### src/rtl/difftest_arch_event_collector.sv
// Qualifies commit-stage trap events, buffers them across sink stalls and emits one pulse per event.
// Optional macro ARCH_EVENT_PERF_EN adds perf_events / perf_drops counters.
module difftest_arch_event_collector #(
  parameter int          DEPTH   = 4,
  parameter logic [7:0]  CORE_ID = 8'd0
) (
  input  logic        clock,
  input  logic        reset_n,
  input  logic        in_valid,
  input  logic [31:0] in_interrupt,
  input  logic [31:0] in_exception,
  input  logic [63:0] in_pc,
  input  logic [31:0] in_inst,
  input  logic        flush,
  input  logic        sink_stall,
  output logic        out_enable,
  output logic        out_valid,
  output logic [31:0] out_interrupt,
  output logic [31:0] out_exception,
  output logic [63:0] out_exceptionPC,
  output logic [31:0] out_exceptionInst,
  output logic [7:0]  out_coreid,
  output logic        overflow
`ifdef ARCH_EVENT_PERF_EN
  ,
  output logic [31:0] perf_events,
  output logic [31:0] perf_drops
`endif
);

  localparam int AW = (DEPTH > 1) ? $clog2(DEPTH) : 1;
  localparam int CW = AW + 1;
  localparam logic [CW-1:0] FULL_COUNT = CW'(DEPTH);

  logic [31:0]   mem_int_r  [DEPTH];
  logic [31:0]   mem_exc_r  [DEPTH];
  logic [63:0]   mem_pc_r   [DEPTH];
  logic [31:0]   mem_inst_r [DEPTH];
  logic [AW-1:0] wr_ptr_r;
  logic [AW-1:0] rd_ptr_r;
  logic [CW-1:0] count_r;
  logic          out_enable_r;
  logic [31:0]   out_int_r;
  logic [31:0]   out_exc_r;
  logic [63:0]   out_pc_r;
  logic [31:0]   out_inst_r;
  logic          overflow_r;

  logic          push_s;
  logic          pop_s;
  logic          head_avail_s;
  logic          full_s;
  logic          wr_s;
  logic          rd_s;
  logic          drop_s;
  logic [31:0]   in_exc_s;

  assign head_avail_s = (count_r != {CW{1'b0}});
  assign full_s       = (count_r == FULL_COUNT);
  assign push_s       = in_valid && ((in_interrupt != 32'd0) || (in_exception != 32'd0)) && !flush;
  assign pop_s        = !sink_stall && !flush && (head_avail_s || push_s);
  // An incoming event is enqueued unless it bypasses straight to the output; a full queue drops it only when nothing leaves.
  assign wr_s         = push_s && (head_avail_s || sink_stall) && (!full_s || pop_s);
  assign drop_s       = push_s && full_s && !pop_s;
  assign rd_s         = pop_s && head_avail_s;
  assign in_exc_s     = (in_interrupt != 32'd0) ? 32'd0 : in_exception;

  // Queue storage, pointers and occupancy.
  always_ff @(posedge clock or negedge reset_n) begin
    if (!reset_n) begin
      wr_ptr_r <= {AW{1'b0}};
      rd_ptr_r <= {AW{1'b0}};
      count_r  <= {CW{1'b0}};
      for (int i = 0; i < DEPTH; i++) begin
        mem_int_r[i]  <= 32'd0;
        mem_exc_r[i]  <= 32'd0;
        mem_pc_r[i]   <= 64'd0;
        mem_inst_r[i] <= 32'd0;
      end
    end else if (flush) begin
      wr_ptr_r <= {AW{1'b0}};
      rd_ptr_r <= {AW{1'b0}};
      count_r  <= {CW{1'b0}};
    end else begin
      if (wr_s) begin
        mem_int_r[wr_ptr_r]  <= in_interrupt;
        mem_exc_r[wr_ptr_r]  <= in_exc_s;
        mem_pc_r[wr_ptr_r]   <= in_pc;
        mem_inst_r[wr_ptr_r] <= in_inst;
        wr_ptr_r             <= wr_ptr_r + {{(AW-1){1'b0}}, 1'b1};
      end
      if (rd_s) begin
        rd_ptr_r <= rd_ptr_r + {{(AW-1){1'b0}}, 1'b1};
      end
      count_r <= count_r + {{(CW-1){1'b0}}, wr_s} - {{(CW-1){1'b0}}, rd_s};
    end
  end

  // Output register: fields load on pop from the head or the bypassed input, otherwise hold.
  always_ff @(posedge clock or negedge reset_n) begin
    if (!reset_n) begin
      out_enable_r <= 1'b0;
      out_int_r    <= 32'd0;
      out_exc_r    <= 32'd0;
      out_pc_r     <= 64'd0;
      out_inst_r   <= 32'd0;
    end else if (pop_s) begin
      out_enable_r <= 1'b1;
      if (head_avail_s) begin
        out_int_r  <= mem_int_r[rd_ptr_r];
        out_exc_r  <= mem_exc_r[rd_ptr_r];
        out_pc_r   <= mem_pc_r[rd_ptr_r];
        out_inst_r <= mem_inst_r[rd_ptr_r];
      end else begin
        out_int_r  <= in_interrupt;
        out_exc_r  <= in_exc_s;
        out_pc_r   <= in_pc;
        out_inst_r <= in_inst;
      end
    end else begin
      out_enable_r <= 1'b0;
    end
  end

  // Sticky drop flag; survives flush so lost events stay visible.
  always_ff @(posedge clock or negedge reset_n) begin
    if (!reset_n) begin
      overflow_r <= 1'b0;
    end else if (drop_s) begin
      overflow_r <= 1'b1;
    end else begin
      overflow_r <= overflow_r;
    end
  end

`ifdef ARCH_EVENT_PERF_EN
  logic [31:0] perf_events_r;
  logic [31:0] perf_drops_r;

  // Free-running event and drop counters, wrapping at 2^32.
  always_ff @(posedge clock or negedge reset_n) begin
    if (!reset_n) begin
      perf_events_r <= 32'd0;
      perf_drops_r  <= 32'd0;
    end else begin
      perf_events_r <= perf_events_r + {31'd0, pop_s};
      perf_drops_r  <= perf_drops_r + {31'd0, drop_s};
    end
  end

  assign perf_events = perf_events_r;
  assign perf_drops  = perf_drops_r;
`endif

  assign out_enable        = out_enable_r;
  assign out_valid         = out_enable_r;
  assign out_interrupt     = out_int_r;
  assign out_exception     = out_exc_r;
  assign out_exceptionPC   = out_pc_r;
  assign out_exceptionInst = out_inst_r;
  assign out_coreid        = CORE_ID;
  assign overflow          = overflow_r;

endmodule

### config.mk
export PLATFORM = sky130hd
export DESIGN_NAME = difftest_arch_event_collector
export DESIGN_NICKNAME = d
export VERILOG_FILES = /design/src/rtl/difftest_arch_event_collector.sv
export SDC_FILE = /design/constraint.sdc
export NUM_CORES = 1
export LEC_CHECK = 0
export BUFFER_PORTS_ARGS = -buffer_cell sky130_fd_sc_hd__buf_4
export CAP_MARGIN = 25
export CORE_MARGIN = 3
export CORE_UTILIZATION = 40
export DETAILED_ROUTE_END_ITERATION = 10
export PLACE_DENSITY = 0.64
export SYNTH_ARGS = -nofsm -noshare
export SYNTH_HDL_FRONTEND = slang
export SYNTH_SLANG_ARGS = --single-unit
### constraint.sdc
create_clock -name clock -period 3.44 [get_ports clock]
set_clock_uncertainty 0.05 [all_clocks]
set_input_delay 0.344 -clock clock [delete_from_list [all_inputs] [get_ports clock]]
set_output_delay 0.344 -clock clock [all_outputs]
set_load 0.1 [all_outputs]
Word-level counts from Yosys, hierarchy flattened
Index checks and enable logic that the tools add are counted.
{"block": "op_classes", "mux": 31, "shifts": 0, "n_addsub": 4, "n_mul": 0, "eq_ne": 1, "n_reduce_logical": 24, "magnitude_cmp": 3, "div_mod_pow": 0, "bitwise": 3}
{"op": "128-bit bitwise mux", "n": 3}
{"op": "32-bit 2-to-1 mux", "n": 11}
{"op": "256-bit bitwise mux", "n": 1}
{"op": "64-bit 2-to-1 mux", "n": 4}
{"op": "32-bit binary-select mux with 2-bit select", "n": 3}
{"op": "64-bit binary-select mux with 2-bit select", "n": 1}
{"op": "64-bit demux with 2-bit select", "n": 1}
{"op": "32-bit demux with 2-bit select", "n": 1}
{"op": "32-bit nonzero test", "n": 2}
{"op": "1-bit logical AND", "n": 10}
{"op": "2-bit 2-to-1 mux", "n": 4}
{"op": "3-bit greater-or-equal comparator, second input constant", "n": 2}
{"op": "2-bit inverter with 3-bit output", "n": 2}
{"op": "2-bit by 1-bit adder with 2-bit output, second input constant", "n": 2}
{"op": "1-bit logical NOT", "n": 4}
{"op": "1-bit logical OR", "n": 4}
{"op": "2-bit nonzero test", "n": 2}
{"op": "3-bit by 1-bit adder with 3-bit output", "n": 1}
{"op": "3-bit equality test, second input constant", "n": 1}
{"op": "3-bit by 1-bit less-than comparator with 1-bit output, second input constant", "n": 1}
{"op": "3-bit 2-to-1 mux", "n": 1}
{"op": "3-bit nonzero test", "n": 1}
{"op": "3-bit by 1-bit subtractor with 3-bit output", "n": 1}
{"op": "2-bit AND reduction", "n": 1}
{"op": "2 further kinds", "n": 2}
{"block": "word_totals", "rom_bits": 0, "output_inout_bits": 171, "ramBits": 0, "mem_count": 0, "latchBits": 0, "regBits": 809}

Logic depth before layout (Yosys ltp)
{"block": "logic_depth", "depth_word": 11, "depth_mapped": 14, "ltp_nobuf": 13}

Least setup slack after synthesis
No wires, ideal clock.
{"block": "synth_path", "path_type": "input port to flip-flop", "from": "input port in_exception[23]", "to": "register count_r[2]", "setup_slack_ns": 0.538, "cell_stages": 14, "t_required_ns": 3.260, "n_path_buf": 1, "arrival_time_ns": 2.722, "path_cell_list": "nor4_1 nand2_1 or4_1 clkbuf_1 o21a_1 inv_1 ha_1 inv_1 ha_1 inv_1 fa_1 xor2_1 xnor2_1 nor2_1"}
{"block": "synth_via", "elab_chain_cells": 11, "word_cells_on_any_way": 13}
{"item": "start: declaration", "line": "11", "text": "input logic [31:0] in_exception,"}
{"item": "32-bit nonzero test (*)", "line": "60", "text": "assign push_s = in_valid && ((in_interrupt != 32'd0) || (in_exception != 32'd0)) && !flush;"}
{"item": "1-bit logical OR (*)", "line": "60"}
{"item": "1-bit logical AND (*) (2 in series)", "line": "60"}
{"item": "1-bit logical OR", "line": "61", "text": "assign pop_s = !sink_stall && !flush && (head_avail_s || push_s);"}
{"item": "1-bit logical AND", "line": "61"}
{"item": "1-bit logical OR", "line": "63", "text": "assign wr_s = push_s && (head_avail_s || sink_stall) && (!full_s || pop_s);"}
{"item": "1-bit logical AND", "line": "63"}
{"item": "3-bit by 1-bit adder with 3-bit output", "line": "95", "text": "count_r <= count_r + {{(CW-1){1'b0}}, wr_s} - {{(CW-1){1'b0}}, rd_s};"}
{"item": "3-bit by 1-bit subtractor with 3-bit output (*)", "line": "95"}
{"item": "3-bit 2-to-1 mux (*)", "line": "80", "text": "end else if (flush) begin"}
{"item": "end signal: assignment", "line": "73", "text": "count_r <= {CW{1'b0}};"}
{"item": "end signal: assignment", "line": "83", "text": "count_r <= {CW{1'b0}};"}
{"item": "end signal: assignment", "line": "95"}
{"item": "end: declaration", "line": "41", "text": "logic [CW-1:0] count_r;"}
Every way passes the cells marked *; elsewhere a longest branch is shown, timed or not.
A chain may end at the register's enable or synchronous reset.

Final worst setup path
{"block": "layout_path", "from": "input port in_interrupt[1]", "to": "register count_r[2]"}
{"block": "layout_via", "elab_chain_cells": 11, "word_cells_on_any_way": 13}
{"item": "start: declaration", "line": "10", "text": "input logic [31:0] in_interrupt,"}
{"item": "32-bit nonzero test (*)", "line": "60"}
{"item": "1-bit logical OR (*)", "line": "60"}
{"item": "1-bit logical AND (*) (2 in series)", "line": "60"}
{"item": "1-bit logical OR", "line": "61"}
{"item": "1-bit logical AND", "line": "61"}
{"item": "1-bit logical OR", "line": "63"}
{"item": "1-bit logical AND", "line": "63"}
{"item": "3-bit by 1-bit adder with 3-bit output", "line": "95"}
{"item": "3-bit by 1-bit subtractor with 3-bit output (*)", "line": "95"}
{"item": "3-bit 2-to-1 mux (*)", "line": "80"}
Marked as above.

==> summary.md <==
| Metric | Value |
|---|---|
| Avg WL per Cell | `21.3 um` |
| Average size of a mapped cell | `13.6 sq um` |
| Portion of netlist area occupied by mux cells | `between 30% and 40%` |
| Slew at the pin closest to its max-slew limit | `922 ps` |
| Post-synthesis cell count | `about 2,600` |
| Adder-cell share of the synthesized area | `0.266%` |
| Antenna violations before repair | `16` |
| Fraction of final layout cells sized beyond drive strength 1 | `41.8%` |
| Capturing point of the worst reg2reg path | `count_r[2]$_DFF_PN0_` |
| Routed wire length | `about 92,000 um` |
| Unrepaired setup endpoints after global routing | `false` |
| Number of vias after detailed routing | `around 23,000` |
| Type of the worst setup path | `primary input to flip-flop` |
| Maximum number of pins on one net before global-route repair | `between 100 and 150` |
| Overall fraction of global-route tracks in use | `20.1%` |
| Leading cell types in the layout, fill and taps excluded | `sky130_fd_sc_hd__dfrtp_1, sky130_fd_sc_hd__mux2_2, sky130_fd_sc_hd__nand2_1` |
| Maximum VDD drop | `0.872 mV` |
| Startpoint of the most critical register-to-register path | `count_r[1]$_DFF_PN0_` |
| Final weighted congestion in routability-driven placement | `0.767` |
| Type of destination of the critical path | `flip-flop` |
| Max-capacitance violation count | `0` |
| Via count of the first global-routing pass | `25,400` |
| Synthesized area | `~36,000 sq um` |
| # port buffers | `327` |
| Std cell rows | `~110` |
| Count of yosys warnings during synthesis | `0` |
| Total congestion overflow after global routing | `0` |
| Endpoints failing hold | `0` |
| Maximum root-to-sink buffer count | `3` |
| Die X | `305 um` |
| Initial cell density of the core | `approximately 40%` |
| Main area contributors after synthesis | `sky130_fd_sc_hd__dfrtp_1, sky130_fd_sc_hd__mux2_2, sky130_fd_sc_hd__mux4_2` |
| CTS tree | `built` |
| Nets@finish | `3,285` |
| Simple-gate area share of the yosys netlist | `under 10%` |
| Core Box Area | `88,500 sq um` |
| Outcome | `finished, final reports clean` |
| Remaining number of nets flagged by the antenna check after routing | `0` |
| Worst slew margin | `38.6%` |
| Number of buffers created by CTS | `88` |
| Remaining routing DRC violations | `0` |
| Final critical-path setup slack | `195 ps` |
| Clock net sink count | `809` |
| Die outline height | `roughly 300 um` |
| Leakage power | `20.9 nW` |
| Clk_lat worst skew | `630 ps` |
| Most common library cell in the layout ignoring fill and taps | `sky130_fd_sc_hd__dfrtp_1` |
| Setup repair bufs after CTS | `0` |
| Slack of the worst reg-to-reg path | `820 ps` |
| Reg2Reg Depth | `10` |
| Io pins | `336` |
| Number of design-rule violations left by the first detailed-router iteration | `1,275` |
| Layout overhead on the synthesized area | `24.4%` |
| Wire length of the first global-routing pass | `148,000 um` |
| WP data required | `3910 ps` |
| Endpoint, Worst Hold | `mem_exc_r[84]$_DFFE_PN0P_` |
| Hold Path Origin | `in_exception[20]` |
| Final Max Slew Viols | `0` |
| Sequential fraction of the synthesis area | `56.6%` |
| Number of library cell types mapped by synthesis | `34` |
| TNS Setup | `0 ps` |
| Final Instance Area | `44,500 sq um` |
| Number of H-tree levels | `3` |
| Maximum clock frequency | `0.308 GHz` |
| Kind of start point of the critical path | `primary input` |
| Cell Area, Placed | `40,200 sq um` |
| Combinational family with the most area after synthesis | `multiplexers` |
| Final count of negative-setup-slack endpoints | `0` |
| Minimum setup slack after placement | `-208 ps` |
| Area share of the leading cell type in the synthesized netlist | `a little under three fifths` |
| Die Outline Area | `93,000 sq um` |
| Crit path time final | `3250 ps` |
| Xor/xnor cell area share of the yosys netlist | `0.122%` |
| Detailed-placement wirelength estimate | `roughly 60,000 um` |
| Total of flip-flops plus latches after synthesis | `809` |
| Portion of the clock cycle consumed by the worst path in the final layout | `a little over nine tenths` |
| Arrival @ worst endpoint | `approximately 3700 ps` |
| Launching instance or port of the critical path | `in_interrupt[1]` |
| Post-synthesis cell type with the largest combined area | `sky130_fd_sc_hd__dfrtp_1` |
| Ratio of total power to cell area | `880 nW/um^2` |
| Sum of internal, switching and leakage power | `39.1 mW` |
| Number of detailed-routing iterations run before antenna repair | `5` |
| Clk slew on worst S/H paths | `approximately 60 ps` |
| Hold crit path type | `primary input to flip-flop` |
| Avg Vias per Cell | `5.29` |
| Largest fanout of any net on the critical path | `6` |
| Compound-gate portion of the synthesized area | `around 2.5%` |
| Number of fill cells | `around 7,500` |
| Count of cells along the worst hold path | `3` |
| Buffer type at the clock tree root | `sky130_fd_sc_hd__clkbuf_16` |
worst max-delay path: stages:
cell and delay, ps:
sky130_fd_sc_hd__dlygate4sd3_1 580, sky130_fd_sc_hd__buf_4 180, sky130_fd_sc_hd__nor4_2 260, sky130_fd_sc_hd__buf_4 160, sky130_fd_sc_hd__nand4_1 160, sky130_fd_sc_hd__buf_4 200, sky130_fd_sc_hd__or2_2 290, sky130_fd_sc_hd__o21a_1 240
sky130_fd_sc_hd__inv_1 70, sky130_fd_sc_hd__ha_1 210, sky130_fd_sc_hd__inv_1 60, sky130_fd_sc_hd__ha_1 130, sky130_fd_sc_hd__inv_1 50, sky130_fd_sc_hd__fa_1 410, sky130_fd_sc_hd__xor2_1 180, sky130_fd_sc_hd__xnor2_1 130
sky130_fd_sc_hd__nor2_1 50
cells by family (layout without fill, tap and decap cells):
family / count (synthesis) / count (layout)
mux: 833 / 833
compound gates: 170 / 170
simple gates: 616 / 616
buf+inv: 194 / 728
other cells: 1 / 17
xor+xnor: 5 / 5
flops: 809 / 809
fa+ha+maj: 7 / 7
through the flow:
stage / hold WS, ps / cells / utilization [%]
final: 45.6 / 4350 / 50.2
after global routing: 41.1 / 4347 / 50.2
after CTS: 0.517 / 4340 / 50.2
after detailed placement: 386 / 4054 / 45.5
after global placement: 387 / 4054 / 45.5
after floorplan: -1.59 / 2642 / -
sequential cells by signal, indices dropped and copies added (netlist names), 3 cells and up:
signal / count
mem_pc_r: 256
count_r: 3
out_exception: 32
mem_int_r: 128
mem_inst_r: 128
mem_exc_r: 128
out_interrupt: 32
out_exceptionPC: 64
out_exceptionInst: 32
cells in the mapped netlist:
master / instances
sky130_fd_sc_hd__dfrtp_1: 809
sky130_fd_sc_hd__mux2_2: 584
sky130_fd_sc_hd__nand2_1: 582
sky130_fd_sc_hd__o21ai_0: 161
sky130_fd_sc_hd__mux4_2: 160
sky130_fd_sc_hd__mux2_1: 88
sky130_fd_sc_hd__clkbuf_1: 72
sky130_fd_sc_hd__buf_2: 63
sky130_fd_sc_hd__buf_1: 33
sky130_fd_sc_hd__nor4_1: 16
sky130_fd_sc_hd__buf_4: 9
sky130_fd_sc_hd__buf_6: 9
sky130_fd_sc_hd__inv_1: 7
sky130_fd_sc_hd__ha_1: 6
sky130_fd_sc_hd__nor2_1: 6
sky130_fd_sc_hd__o211ai_1: 4
sky130_fd_sc_hd__nor3_1: 3
sky130_fd_sc_hd__xor2_1: 3
sky130_fd_sc_hd__nand4_1: 2
sky130_fd_sc_hd__nor2b_1: 2
sky130_fd_sc_hd__or3_1: 2
sky130_fd_sc_hd__xnor2_1: 2
sky130_fd_sc_hd__a21oi_1: 1
sky130_fd_sc_hd__a31o_2: 1
sky130_fd_sc_hd__a31oi_4: 1
sky130_fd_sc_hd__buf_8: 1
sky130_fd_sc_hd__conb_1: 1
sky130_fd_sc_hd__fa_1: 1
sky130_fd_sc_hd__mux2i_1: 1
sky130_fd_sc_hd__o21a_1: 1
sky130_fd_sc_hd__o31a_1: 1
sky130_fd_sc_hd__or2_1: 1
sky130_fd_sc_hd__or2_2: 1
sky130_fd_sc_hd__or4_1: 1
what timing repair did:
action	CTS	global route
endpoints found under the setup margin	0	34
endpoints found under the hold margin	685	0
hold buffers	133	0
gates resized for setup	0	4
area by class of cell:
| class | instances | area, sq um | area share (%) |
|---|---|---|---|
| diodes | 9 | 22.5 | 0.0506 |
| repair buffers | 568 | 5230 | 11.7 |
| multi-input cells | 1639 | 14700 | 33.0 |
| clock buffers | 123 | 2540 | 5.72 |
| inverters | 7 | 26.3 | 0.0591 |
| flip-flops and latches | 809 | 20300 | 45.5 |
| well taps | 1165 | 1460 | 3.28 |
| clock inverters | 30 | 290 | 0.653 |
worst max-delay path by stage:
stage	endpoint	slack [ps]	cells after the start
after CTS	mem_pc_r[129]$_DFFE_PN0P_	30	12
after global placement	count_r[2]$_DFF_PN0_	-270	15
after detailed placement	count_r[2]$_DFF_PN0_	-210	16
after floorplan	count_r[2]$_DFF_PN0_	540	14
final	count_r[2]$_DFF_PN0_	190	17
after global routing	count_r[2]$_DFF_PN0_	30	17
power breakdown:
group          total (mW)  internal (mW)  switching (mW)
combinational        16.2           5.81            10.4
sequential           13.7           12.2            1.52
clock                9.26           5.44            3.81
metal layers:
metal  vias to the layer above  track usage [%]  part of all wire, %
li1                      10200                -                    -
met1                     12100             26.5                   43
met2                       552             33.8                   50
met3                       135             3.77                  5.2
met4                        12             6.11                  2.2
met5                         -                0                0.087
Power figures use the tool's default switching activity.
